**src/rtl/arith_pkg.sv**
```systemverilog
// ============================================================================
// Package : arith_pkg
// Brief   : Shared constants, FSM encoding and helpers for the arithmetic datapath.
// Revision: 1.0
// ============================================================================
`default_nettype none

package arith_pkg;

    localparam int DEFAULT_WIDTH = 4;

    typedef enum logic [1:0] {
        IDLE = 2'd0,
        CALC = 2'd1,
        FIX  = 2'd2
    } state_e;

    function automatic int clog2(input int value);
        int res;
        res = 0;
        while ((1 << res) < value) begin
            res = res + 1;
        end
        return res;
    endfunction

endpackage

`default_nettype wire

```
**src/rtl/div_step.sv**
```systemverilog
// ============================================================================
// Module  : div_step
// Brief   : One restoring-division iteration: ripple trial subtract and restore.
// Revision: 1.0
// ============================================================================
`default_nettype none

module div_step
    import arith_pkg::*;
#(
    parameter int WIDTH = DEFAULT_WIDTH
) (
    input  logic [WIDTH:0]   rem_shift_i,
    input  logic [WIDTH-1:0] dsr_i,
    output logic [WIDTH:0]   rem_o,
    output logic             qbit_o
);

    logic [WIDTH:0]   w_dsr_ext;
    logic [WIDTH:0]   w_diff;
    logic [WIDTH+1:0] w_borrow;

    assign w_dsr_ext   = {1'b0, dsr_i};
    assign w_borrow[0] = 1'b0;

    for (genvar i = 0; i <= WIDTH; i++) begin : g_bit
        assign w_diff[i]     = rem_shift_i[i] ^ w_dsr_ext[i] ^ w_borrow[i];
        assign w_borrow[i+1] = (~rem_shift_i[i] & w_dsr_ext[i])
                             | (~(rem_shift_i[i] ^ w_dsr_ext[i]) & w_borrow[i]);
    end

    // A final borrow means the trial went negative: keep the old remainder.
    assign qbit_o = ~w_borrow[WIDTH+1];
    assign rem_o  = qbit_o ? w_diff : rem_shift_i;

endmodule

`default_nettype wire

```
**src/rtl/seq_signed_divider.sv**
```systemverilog
// ============================================================================
// Module  : seq_signed_divider
// Brief   : Sequential signed restoring divider, truncating toward zero.
//           Optional ovf output enabled by defining SEQ_SIGNED_DIVIDER_OVF_EN.
// Revision: 1.0
// ============================================================================
`default_nettype none

module seq_signed_divider
    import arith_pkg::*;
#(
    parameter int WIDTH = DEFAULT_WIDTH
) (
    input  logic             clk,
    input  logic             rst,
    input  logic             start,
    input  logic [WIDTH-1:0] a,
    input  logic [WIDTH-1:0] b,
    output logic [WIDTH-1:0] q,
    output logic [WIDTH-1:0] r,
    output logic             busy,
    output logic             done,
    output logic             dz
`ifdef SEQ_SIGNED_DIVIDER_OVF_EN
    ,
    output logic             ovf
`endif
);

    localparam int             CW       = clog2(WIDTH + 1);
    localparam logic [CW-1:0]  CNT_INIT = CW'(WIDTH - 1);
    localparam logic [WIDTH-1:0] MIN_VAL = {1'b1, {(WIDTH-1){1'b0}}};

    state_e           state_q, state_d;
    logic [CW-1:0]    cnt_q, cnt_d;
    logic [WIDTH:0]   rem_q, rem_d;
    logic [WIDTH-1:0] dvd_q, dvd_d;
    logic [WIDTH-1:0] dsr_q, dsr_d;
    logic             negq_q, negq_d;
    logic             negr_q, negr_d;
    logic             dzp_q, dzp_d;
    logic [WIDTH-1:0] q_q, q_d;
    logic [WIDTH-1:0] r_q, r_d;
    logic             busy_q, busy_d;
    logic             done_q, done_d;
    logic             dz_q, dz_d;
`ifdef SEQ_SIGNED_DIVIDER_OVF_EN
    logic             ovfp_q, ovfp_d;
    logic             ovf_q, ovf_d;
`endif

    logic [WIDTH:0]   w_rem_shift;
    logic [WIDTH:0]   w_rem_next;
    logic             w_qbit;

    // The dividend register doubles as the quotient shift register.
    assign w_rem_shift = (rem_q << 1) | {{WIDTH{1'b0}}, dvd_q[WIDTH-1]};

    div_step #(
        .WIDTH (WIDTH)
    ) u_step (
        .rem_shift_i (w_rem_shift),
        .dsr_i       (dsr_q),
        .rem_o       (w_rem_next),
        .qbit_o      (w_qbit)
    );

    always_comb begin
        state_d = state_q;
        cnt_d   = cnt_q;
        rem_d   = rem_q;
        dvd_d   = dvd_q;
        dsr_d   = dsr_q;
        negq_d  = negq_q;
        negr_d  = negr_q;
        dzp_d   = dzp_q;
        q_d     = q_q;
        r_d     = r_q;
        busy_d  = busy_q;
        done_d  = 1'b0;
        dz_d    = dz_q;
`ifdef SEQ_SIGNED_DIVIDER_OVF_EN
        ovfp_d  = ovfp_q;
        ovf_d   = ovf_q;
`endif
        case (state_q)
            IDLE: begin
                if (start) begin
                    negq_d  = a[WIDTH-1] ^ b[WIDTH-1];
                    negr_d  = a[WIDTH-1];
                    dvd_d   = a[WIDTH-1] ? (~a + 1'b1) : a;
                    dsr_d   = b[WIDTH-1] ? (~b + 1'b1) : b;
                    rem_d   = '0;
                    cnt_d   = CNT_INIT;
                    busy_d  = 1'b1;
                    dzp_d   = (b == '0);
                    state_d = (b == '0) ? FIX : CALC;
`ifdef SEQ_SIGNED_DIVIDER_OVF_EN
                    ovfp_d  = (a == MIN_VAL) && (b == '1);
`endif
                end
            end
            CALC: begin
                rem_d = w_rem_next;
                dvd_d = {dvd_q[WIDTH-2:0], w_qbit};
                if (cnt_q == '0) begin
                    state_d = FIX;
                end else begin
                    cnt_d = cnt_q - 1'b1;
                end
            end
            FIX: begin
                busy_d  = 1'b0;
                done_d  = 1'b1;
                dz_d    = dzp_q;
                state_d = IDLE;
                if (dzp_q) begin
                    // Divide by zero: dividend magnitude is still untouched in dvd_q.
                    q_d = '1;
                    r_d = negr_q ? (~dvd_q + 1'b1) : dvd_q;
                end else begin
                    q_d = negq_q ? (~dvd_q + 1'b1) : dvd_q;
                    r_d = negr_q ? (~rem_q[WIDTH-1:0] + 1'b1) : rem_q[WIDTH-1:0];
                end
`ifdef SEQ_SIGNED_DIVIDER_OVF_EN
                ovf_d   = ovfp_q;
`endif
            end
            default: begin
                state_d = IDLE;
            end
        endcase
    end

    always_ff @(posedge clk) begin
        if (rst) begin
            state_q <= IDLE;
            cnt_q   <= '0;
            rem_q   <= '0;
            dvd_q   <= '0;
            dsr_q   <= '0;
            negq_q  <= 1'b0;
            negr_q  <= 1'b0;
            dzp_q   <= 1'b0;
            q_q     <= '0;
            r_q     <= '0;
            busy_q  <= 1'b0;
            done_q  <= 1'b0;
            dz_q    <= 1'b0;
`ifdef SEQ_SIGNED_DIVIDER_OVF_EN
            ovfp_q  <= 1'b0;
            ovf_q   <= 1'b0;
`endif
        end else begin
            state_q <= state_d;
            cnt_q   <= cnt_d;
            rem_q   <= rem_d;
            dvd_q   <= dvd_d;
            dsr_q   <= dsr_d;
            negq_q  <= negq_d;
            negr_q  <= negr_d;
            dzp_q   <= dzp_d;
            q_q     <= q_d;
            r_q     <= r_d;
            busy_q  <= busy_d;
            done_q  <= done_d;
            dz_q    <= dz_d;
`ifdef SEQ_SIGNED_DIVIDER_OVF_EN
            ovfp_q  <= ovfp_d;
            ovf_q   <= ovf_d;
`endif
        end
    end

    assign q    = q_q;
    assign r    = r_q;
    assign busy = busy_q;
    assign done = done_q;
    assign dz   = dz_q;
`ifdef SEQ_SIGNED_DIVIDER_OVF_EN
    assign ovf  = ovf_q;
`endif

endmodule

`default_nettype wire
```
**config.mk**
```make
export PLATFORM = sky130hd
export DESIGN_NAME = seq_signed_divider
export DESIGN_NICKNAME = d
export VERILOG_FILES = /design/src/rtl/arith_pkg.sv /design/src/rtl/div_step.sv /design/src/rtl/seq_signed_divider.sv
export SDC_FILE = /design/constraint.sdc
export NUM_CORES = 1
export LEC_CHECK = 0
export ABC_AREA = 0
export BUFFER_PORTS_ARGS = -buffer_cell sky130_fd_sc_hd__buf_4
export CORE_MARGIN = 4
export CORE_UTILIZATION = 38
export CTS_BUF_LIST = sky130_fd_sc_hd__clkbuf_8
export DETAILED_ROUTE_END_ITERATION = 8
export GPL_TIMING_DRIVEN = 0
export HOLD_SLACK_MARGIN = 0.15
export SLEW_MARGIN = 10
export SYNTH_ARGS = -nofsm -noshare
export SYNTH_HDL_FRONTEND = slang
export SYNTH_SLANG_ARGS = --single-unit
```
**constraint.sdc**
```tcl
create_clock -name clk -period 4 [get_ports clk]
set_input_delay 0.8 -clock clk [delete_from_list [all_inputs] [get_ports clk]]
set_output_delay 0.8 -clock clk [all_outputs]
set_load 0.03 [all_outputs]
```
==> metrics.md, run 1 <==
| Metric | Value |
|---|---|
| Cells after Synth | roughly 190 |
| Share of post-route cells with drive strength above 1 | 18.4% |
| Crit Path Max Fanout | 6 |
| Most frequent CP cell | inv_1 |
| Dpl ws | between 1000 and 1500 ps |
| Number of setup buffers added after CTS | 0 |
| Skew final | 9.97 ps |
| Worst hold slack | roughly 450 ps |
| Initial drt markers | 75 |
| Worst Slack Setup Final | roughly 1400 ps |
| Pre-Repair DR Iteration Count | 4 |
| Vias in the first global route | about 1.3k |
| Worst-case clock buffer depth | 2 |
| Clock slew at reported path FFs | around 70 ps |
| Detailed-route via count | around 1.4k |
| Ys flop type | dfxtp_1 |
| Max-cap viol count | 0 |
| Clk_lat worst skew | roughly 290 ps |
| Root Buffer | clkbuf_8 |
| Max stage delay on crit path | about 460 ps |
| Die Ht | around 74 µm |
| EDFF count, synth | 0 |
| FF+latch count, synth | 31 |
| Vias per Instance | between 5 and 6 |
| Post-DRT Antenna Nets | 0 |
| YS warnings | 0 |
| FMAX | roughly 380 MHz |
| Final Hold Fails | 0 |
| Part of the Yosys area used for sequential elements | between 30% and 40% |
| Cell row count | 23 |
| I/O Buffers | 21 |
| Avg Inst Size Synth | just under 9 µm² |
| Num CTS Buffers | 5 |
| Diodes inserted | 0 |
| Hold Path Class | reg2reg |
| Final min period | approximately 2600 ps |
| Leakage | between 0.8 and 0.9 nW |
| Die area | 5510 µm² |
| R2R depth | 12 |
| Syn_nets | 209 |
| Reg2Reg Setup Slack | 1370 ps |
| Max Slew Vio Count | 0 |
| Most common cell after layout, fill and taps aside | dfxtp_1 |
| RePlAce Congestion | approximately 0.75 |
| Async SR Flop Fraction | 0% |
| Worst EP arrival | ~2800 ps |
| Cell Chain, Critical Path | inv_1 > ha_1 > inv_1 > fa_1 > inv_1 > fa_1 > inv_1 > fa_1 > nor2_1 > mux2_1 > a22oi_1 > nor2_1 |
| WL per Instance | 13.6 µm |
| Most frequent cells in the layout | dfxtp_1 (31), nor2_1 (25), buf_4 (22), inv_1 (18), a21oi_1 (12) |
| Setup CP Type | reg2reg |
| Hold depth | 2 |
| Nets@finish | 237 |
| Worst slew pin tran | about 550 ps |
| Overall die width | around 74 µm |
| Mapped Area | between 1500 and 2000 µm² |
| Initial antenna violation count | 0 |
| Max-slew headroom | a little under two thirds |
| WHS Endpoint | q[0]$_SDFFE_PP0P_ |
| CTS tree | yes |
| Hold bufs inserted after CTS | 0 |
| Final setup viols | 0 |
| First-pass GRT wire length | ~6400 µm |
| Resized cells post-CTS | 0 |
| Final critical-path share of the clock period | 65.9% |
| Sink Count | 31 |
| Io pins | 22 |
| Starting Density | between 40 and 50% |
| DPL Wire Length | approximately 2700 µm |
| GRT Util Overall | 15.7% |
| Worst r2r dst | rem_q[3]$_SDFFE_PP0P_ |
| Synth-to-Final Area Change | 18.1% |
| Largest net degree at the start of global routing | 11 |
| Grt ovf | 0 |
| Htree depth | 2 |
| Core area | a little over 4000 µm² |
| Maximum vdd ir drop | about 0.23 mV |
| Worst Setup Start Kind | register |
| Crit. End Element | register |
| Setup TNS Final | 0 ps |
| Hold Path Origin | q[0]$_SDFFE_PP0P_ |
| Status | completed |
| RR Startpoint | dvd_q[3]$_SDFFE_PP0P_ |
| Yosys cell types | 44 |
| Worst path slowest cell | fa_1 |
| WL final | about 3600 µm |
| Worst path required time | between 4000 and 5000 ps |
| Pwr dens | between 300 and 400 nW/µm² |
| DRC violations left | 0 |
| Setup repair after global routing missed its margin | false |
-- worst max path at each step --
stage                                from                     to  slack [ps]  cells after the start
finish              dvd_q[3]$_SDFFE_PP0P_  rem_q[3]$_SDFFE_PP0P_        1370                     12
global route        dvd_q[3]$_SDFFE_PP0P_  rem_q[1]$_SDFFE_PP0P_        1230                     12
global placement    dvd_q[3]$_SDFFE_PP0P_  rem_q[3]$_SDFFE_PP0P_        1410                     12
CTS                 dvd_q[3]$_SDFFE_PP0P_  rem_q[3]$_SDFFE_PP0P_        1350                     12
floorplan           dvd_q[3]$_SDFFE_PP0P_  rem_q[1]$_SDFFE_PP0P_        1620                     12
detailed placement  dvd_q[3]$_SDFFE_PP0P_  rem_q[3]$_SDFFE_PP0P_        1380                     12
-- layout make-up --
cell class,instances,area (µm²)
multi-input combinational,130,913
sequential,31,621
fill,441,2150
buffer,11,72.6
clock buffer,5,68.8
clock inverter,3,12.5
timing repair buffer,21,158
tap,50,62.6
inverter,16,60.1
-- report_power, final --
| part | total (W) | internal, W | switching [W] |
|---|---|---|---|
| sequential | 0.000347 | 0.000328 | 0.0000192 |
| clock | 0.000233 | 0.000117 | 0.000116 |
| combinational | 0.000161 | 0.0000738 | 0.0000868 |
| total | 0.000741 | 0.000519 | 0.000222 |
-- per-layer routing --
metal / track usage, % / share of wire [%] / up-vias
li1: - / - / 707
met1: 20.4 / 50 / 619
met2: 23.9 / 43 / 28
met3: 5.95 / 4.9 / 5
met4: 5.93 / 1.5 / 0
met5: 0 / 0 / -
-- cells by family after synthesis --
kind of cell | synth area share (%)
fa+ha+maj | 8.86
mux | 6.38
simple gates | 19.0
flops | 37.2
buf+inv | 7.96
compound gates | 16.4
xor+xnor | 4.20
-- stage by stage --
stage	util, %	power [W]	cells	instance area, µm²
global route	47.8	0.000795	267	1970
finish	47.8	0.000741	267	1970
floorplan	-	0.000469	188	1670
global placement	45.8	0.000513	259	1890
detailed placement	45.8	0.000517	259	1890
CTS	47.8	0.000751	267	1970
-- flip-flops by register name (all words and copies together), names as in the netlist, 2 cells and up --
signal and flops:
rem_q 4, r 4, q 4, cnt_q 3, dvd_q 4, dsr_q 4, state_q 2
-- synth_stat cells (3+ instances only) --
cell type	count	share of area (%)
ha_1	7	5.3
nor2_1	25	5.6
buf_6	3	2.0
a21oi_1	12	3.6
nand2_1	11	2.5
inv_1	16	3.6
fa_1	3	3.6
o21ai_0	4	1.2
buf_2	4	1.2
nand2b_1	4	1.5
nor2b_1	4	1.5
dfxtp_1	31	37
nor3_1	7	2.1
clkbuf_1	3	0.68
a22oi_1	3	1.4
a211oi_1	6	2.7
o31ai_1	3	1.4
xnor2_1	7	3.7
mux2i_1	5	3.0
-- critical path, delay by kind of cell (launching register included) --
family,cells,cell delay [ps]
flops,1,380
compound gates,1,150
simple gates,2,270
buf+inv,4,260
fa+ha+maj,4,1100
mux,1,350
Note: power is estimated with default switching activity, not from simulation.
==> inputs of run 2 (changes only) <==
==> constraint.sdc (replaced) <==
create_clock -name clk -period 2.5 [get_ports clk]
set_input_delay 0.5 -clock clk [delete_from_list [all_inputs] [get_ports clk]]
set_output_delay 0.5 -clock clk [all_outputs]
set_load 0.03 [all_outputs]
==> run 2 against run 1 <==
Clock skew about the same. Critical path depth did not move. Sequential share of layout area is 0.73 points lower. Combinational power grew 80%. Routed wire length up 1.5%.
==> metrics.md, run 2 (synthesis results as in run 1) <==
| Metric | Value |
|---|---|
| Maximum vdd ir drop | 0.365 mV (+60%) |
| Setup repair after global routing missed its margin | false |
| Crit. End Element | register |
| CTS tree | yes |
| Vias in the first global route | 1,305 (+0.23%) |
| Pre-Repair DR Iteration Count | 4 (unchanged) |
| Die Ht | 74.2 µm (unchanged) |
| FILL cells | 433 (-1.8%) |
| Most frequent CP cell | inv_1 |
| Worst Setup Start Kind | register |
| Skew final | 9.72 ps (-0.247 ps) |
| Synth-to-Final Area Change | 21.6% |
| Detailed-route via count | 1,387 (+2.1%) |
| Root Buffer | clkbuf_8 |
| Initial antenna violation count | 0 (unchanged) |
| First-pass GRT wire length | 6400 µm (+0.22%) |
| R2R depth | 12 (unchanged) |
| Pwr dens | 600 nW/µm² (+59%) |
| Initial drt markers | 64 (-15%) |
| Crit Path Max Fanout | 4 (-2) |
| Worst-case clock buffer depth | 2 (unchanged) |
| Worst slew pin tran | 545 ps (-4.34 ps) |
| Diodes inserted | 0 (unchanged) |
| DPL Wire Length | 2680 µm (unchanged) |
| Clock slew at reported path FFs | 70 ps (about the same) |
| DRC violations left | 0 (unchanged) |
| Htree depth | 2 (unchanged) |
| Crit path max-delay family | adder cells |
| Worst path depth | 12 (unchanged) |
| Post-route cell area | 2030 µm² (+3.0%) |
| Placed cell area | 1890 µm² (unchanged) |
| WL per Instance | 13.6 µm (-0.41%) |
| Hold depth | 2 (unchanged) |
| Sink Count | 31 (unchanged) |
| Cell Chain, Critical Path | inv_1 > ha_1 > inv_1 > fa_1 > inv_1 > fa_1 > inv_1 > fa_2 > nor2_4 > mux2_4 > a22oi_1 > nor2_1 |
| Max-cap viol count | 0 (unchanged) |
| Final critical-path share of the clock period | 96.1% (+30 points) |
| Cell row count | 23 (unchanged) |
| FMAX | 416 MHz (+9.7%) |
| Num CTS Buffers | 5 (unchanged) |
| Final setup viols | 0 (unchanged) |
| Worst EP arrival | 2560 ps (-230 ps) |
| RePlAce Congestion | 0.754 (unchanged) |
| Clk_lat worst skew | 290 ps (about the same) |
| Die area | 5510 µm² (unchanged) |
| Leakage | 0.844 nW (+3.8%) |
| Vias per Instance | 5.10 (+0.18%) |
| WL final | 3700 µm (+1.5%) |
| Starting Density | 40.5% (unchanged) |
| Hold bufs inserted after CTS | 0 (unchanged) |
| GRT Util Overall | 15.8% (+0.028 points) |
| Max stage delay on crit path | 400 ps (-60 ps) |
| Hold Path Class | reg2reg |
| Final core area utilization | 49.3% (+1.4 points) |
| Overall die width | 74.2 µm (unchanged) |
| Max Slew Vio Count | 0 (unchanged) |
| Worst hold slack | 454 ps (-0.518 ps) |
| Setup CP Type | reg2reg |
| Grt ovf | 0 (unchanged) |
| Core area | 4120 µm² (unchanged) |
| Most common cell after layout, fill and taps aside | dfxtp_1 |
| Worst path required time | 2650 ps (-1500 ps) |
| Buf/Inv on CP | 4 (unchanged) |
| Post-DRT Antenna Nets | 0 (unchanged) |
| Final Hold Fails | 0 (unchanged) |
| Status | completed |
| Nets@finish | 242 (+2.1%) |
| Largest net degree at the start of global routing | 11 (unchanged) |
| Final min period | 2400 ps (-232 ps) |
| Worst path slowest cell | fa_2 |
| Max-slew headroom | 63.7% (+0.29 points) |
| Most frequent cells in the layout | dfxtp_1 (30), buf_4 (27), nor2_1 (24), inv_1 (18), a21oi_1 (12) |
| I/O Buffers | 21 (unchanged) |
| Share of post-route cells with drive strength above 1 | 22.5% (+4.1 points) |
| Io pins | 22 (unchanged) |
[run 2: cell types whose count changed in the layout (fill, tap and decap cells not counted)]
cell | previous run | this run
buf_4 | 22 | 27
mux2_1 | 2 | 0
dfxtp_4 | 0 | 1
dfxtp_1 | 31 | 30
nor2_4 | 0 | 1
nor2_1 | 25 | 24
fa_1 | 3 | 2
mux2_4 | 0 | 2
fa_2 | 0 | 1
[run 2: metal layers]
layer | vias to the layer above | GRT usage, % | routed length (µm)
met5 | - | 0 | 0
met4 | 0 | 5.93 | 0
met3 | 0 | 5.95 | 226
met2 | 35 | 24.0 | 1730
met1 | 638 | 20.4 | 1740
li1 | 714 | - | -
[run 2: final cells by class]
cell class / count / area [µm²] / share of cell area, %
plain buffers: 11 / 72.6 / 3.58
clock buffers: 5 / 68.8 / 3.40
flip-flops and latches: 31 / 624 / 30.8
clock inverters: 3 / 12.5 / 0.617
well taps: 50 / 62.6 / 3.09
repair buffers: 26 / 195 / 9.63
inverters: 16 / 60.1 / 2.96
multi-input cells: 130 / 931 / 45.9
[run 2: where the power goes]
group	total (W)	internal, W	switching, W
logic	0.000289	0.000142	0.000147
registers	0.000555	0.000524	0.0000303
clock network	0.000373	0.000187	0.000186
total	0.00122	0.000853	0.000364
[run 2: metrics by stage]
stage	power [W]	setup slack, ps	TNS, ps	cells
CTS	0.00121	24.5	0	267
global placement	0.000821	-88.2	-175	259
global route	0.00130	1.76	0	272
detailed placement	0.000827	-122	-234	259
finish	0.00122	98.4	0	272
floorplan	0.000750	122	0	188
[run 2: worst paths after layout]
path,start,slack (ps),end
max,dvd_q[3]$_SDFFE_PP0P_,100,rem_q[3]$_SDFFE_PP0P_
min,q[0]$_SDFFE_PP0P_,450,q[0]$_SDFFE_PP0P_
max reg2reg,dvd_q[3]$_SDFFE_PP0P_,100,rem_q[3]$_SDFFE_PP0P_
min reg2reg,q[0]$_SDFFE_PP0P_,450,q[0]$_SDFFE_PP0P_
[run 2: repair_timing]
action	4_1_cts	5_1_grt
resized for setup	3	4
endpoints found under the setup margin	2	2
setup buffers	0	5
pin swaps	0	3
[run 2: worst register-to-register path: cells and delay by family (launching register included)]
family                   cells  cell delay (ps)
multiplexers                 1              310
buffers and inverters        4              210
flip-flops                   1              350
AO/OA/AOI/OAI                1              150
AND/OR/NAND/NOR              2              210
adder cells (fa/ha/maj)      4             1030
==> inputs of run 3 (changes only) <==
--- a/config.mk
+++ b/config.mk
@@ -13,6 +13,8 @@
 export DETAILED_ROUTE_END_ITERATION = 8
 export GPL_TIMING_DRIVEN = 0
 export HOLD_SLACK_MARGIN = 0.15
+export PLACE_DENSITY = 0.58
+export SKIP_LAST_GASP = 1
 export SLEW_MARGIN = 10
 export SYNTH_ARGS = -nofsm -noshare
 export SYNTH_HDL_FRONTEND = slang
==> run 3 against run 2 <==
Largest cell class unchanged. Combinational power is 2% lower. Critical path type unchanged. Count of clock-buffer cells in the layout is the same. Clock skew shrank 6.4 ps. Maximum frequency is 0.57% higher. Non-clock buffer count decreased by 3.
==> metrics.md, run 3 (synthesis results as in run 1) <==
| Metric | Value |
|---|---|
| Root Buffer | clkbuf_8 |
| Overall die width | 74.2 µm (unchanged) |
| Final Non-Filler Cells | 269 (-1.1%) |
| Dpl cells | 259 (unchanged) |
| Setup CP Type | reg2reg |
| Cell row count | 23 (unchanged) |
| Final setup viols | 0 (unchanged) |
| GRT Util Overall | 15.3% (-0.52 points) |
| WL per Instance | 14.1 µm (+4.0%) |
| Synth-to-Final Area Change | 20.3% |
| Share of post-route cells with drive strength above 1 | 22.4% (-0.15 points) |
| Worst-case clock buffer depth | 2 (unchanged) |
| Initial drt markers | 79 (+23%) |
| CTS tree | yes |
| Metal3 WL | 168 µm (-26%) |
| Worst path required time | 2650 ps (about the same) |
| Crit. End Element | register |
| Sequential power share | 46.1% (+0.5 points) |
| Final critical-path share of the clock period | 95.5% (-0.55 points) |
| Grt ovf | 0 (unchanged) |
| Worst EP arrival | 2540 ps (-20 ps) |
| Clk_lat worst skew | 280 ps (about the same) |
| Gate power share | 23.6% (about the same) |
| Clock power frac | 30.3% (-0.4 points) |
| Final core area utilization | 48.7% (-0.52 points) |
| Max-slew headroom | 63.3% (-0.43 points) |
| Core area | 4120 µm² (unchanged) |
| Max-cap viol count | 0 (unchanged) |
| Maximum vdd ir drop | 0.357 mV (-2.3%) |
| Worst hold slack | 460 ps (+6.08 ps) |
| Leakage | 0.822 nW (-2.6%) |
| First-pass GRT wire length | 6350 µm (-0.77%) |
| Largest net degree at the start of global routing | 11 (unchanged) |
| Met2 routed WL | 1910 µm (+10%) |
| Diodes inserted | 0 (unchanged) |
| Io pins | 22 (unchanged) |
| Crit Path Max Fanout | 4 (unchanged) |
| Die Ht | 74.2 µm (unchanged) |
| Most common cell after layout, fill and taps aside | dfxtp_1 |
| RePlAce Congestion | 0.852 (+13%) |
| Final min period | 2390 ps (-13.6 ps) |
| I/O Buffers | 21 (unchanged) |
| WL final | 3800 µm (+2.9%) |
| Sink Count | 31 (unchanged) |
| Setup TNS Final | 0 ps (unchanged) |
| Post-DRT Antenna Nets | 0 (unchanged) |
| DPL Wire Length | 2850 µm (+6.6%) |
| Most frequent cells in the layout | dfxtp_1 (30), nor2_1 (24), buf_4 (24), inv_1 (17), a21oi_1 (12) |
| Num CTS Buffers | 5 (unchanged) |
| Skew final | 3.35 ps (-6.37 ps) |
| Max Slew Vio Count | 0 (unchanged) |
| Htree depth | 2 (unchanged) |
| Die area | 5510 µm² (unchanged) |
| Max stage delay on crit path | 400 ps (about the same) |
| Pwr dens | 600 nW/µm² (about the same) |
| Status | completed |
| Placed cell area | 1890 µm² (unchanged) |
| Highest metal used | met4 |
| Hold Path Class | reg2reg |
| Vias per Instance | 5.18 (+1.6%) |
| DRC violations left | 0 (unchanged) |
| FMAX | 419 MHz (+0.57%) |
| Cell Chain, Critical Path | inv_1 > ha_1 > inv_1 > fa_2 > inv_2 > fa_2 > inv_1 > fa_2 > nor2_4 > mux2_1 > a22oi_1 > nor2_1 |
| Post-route cell area | 2010 µm² (-1.0%) |
| Nets@finish | 239 (-1.2%) |
| Pre-Repair DR Iteration Count | 4 (unchanged) |
| Initial antenna violation count | 0 (unchanged) |
| Sw Pwr | 0.000359 W (-1.2%) |
| Int Pwr | 0.000845 W (-0.93%) |
| Setup repair after global routing missed its margin | false |
| Worst Setup Start Kind | register |
| Starting Density | 40.5% (unchanged) |
| Crit path max-delay family | adder cells |
| Final Hold Fails | 0 (unchanged) |
| Worst path slowest cell | fa_2 |
| Worst slew pin tran | 537 ps (-7.38 ps) |
| Net Sw Frac | 29.8% (-0.049 points) |
| Buf/Inv on CP | 4 (unchanged) |
| Clock slew at reported path FFs | 60 ps (about the same) |
| Detailed-route via count | 1,393 (+0.43%) |
| Vias in the first global route | 1,380 (+5.7%) |
| M1 wire length | 1710 µm (-2.0%) |
-- run 3: layer usage --
metal,vias up,global-route usage (%)
li1,707,-
met1,661,18.7
met2,23,25.2
met3,2,3.92
met4,0,6.92
met5,-,0
-- run 3: final timing paths --
path / startpoint / end / slack (ps) / cells after the start
worst max-delay path: dvd_q[3]$_SDFFE_PP0P_ / rem_q[3]$_SDFFE_PP0P_ / 110 / 12
worst min-delay path: q[0]$_SDFFE_PP0P_ / q[0]$_SDFFE_PP0P_ / 460 / 2
worst max register to register: dvd_q[3]$_SDFFE_PP0P_ / rem_q[3]$_SDFFE_PP0P_ / 110 / 12
worst min register to register: q[0]$_SDFFE_PP0P_ / q[0]$_SDFFE_PP0P_ / 460 / 2
-- run 3: layout make-up --
type | instances | area [µm²]
fillers | 392 | 2110
multi-input cells | 130 | 932
inverters | 16 | 60.1
flip-flops and latches | 31 | 624
well taps | 50 | 62.6
repair buffers | 23 | 173
clock buffers | 5 | 68.8
clock inverters | 3 | 12.5
plain buffers | 11 | 72.6
-- run 3: timing repair --
action,in CTS,in global routing
endpoints found under the setup margin,2,2
pin swaps,0,4
gates resized for setup,3,7
hold buffers,0,0
buffers inserted,0,2
-- run 3: power by group through the flow --
stage / registers [W] / logic, W / clock network, W
after detailed placement: 0.000567 / 0.000262 / 0
after global routing: 0.000560 / 0.000319 / 0.000399
final: 0.000555 / 0.000284 / 0.000365
after global placement: 0.000566 / 0.000251 / 0
after CTS: 0.000556 / 0.000266 / 0.000379
after floorplan: 0.000570 / 0.000179 / 0
-- run 3: stage by stage --
step | power [W] | worst slack (ps)
6_report | 0.00120 | 112
5_1_grt | 0.00128 | 5.81
4_1_cts | 0.00120 | 40.8
3_5_place_dp | 0.000829 | -88.7
3_3_place_gp | 0.000817 | -30.7
2_1_floorplan | 0.000750 | 122
-- run 3: worst min-delay path: stages (launching register included) --
cell	delay, ps
dfxtp_1	310
nand2_1	50
a21oi_1	50
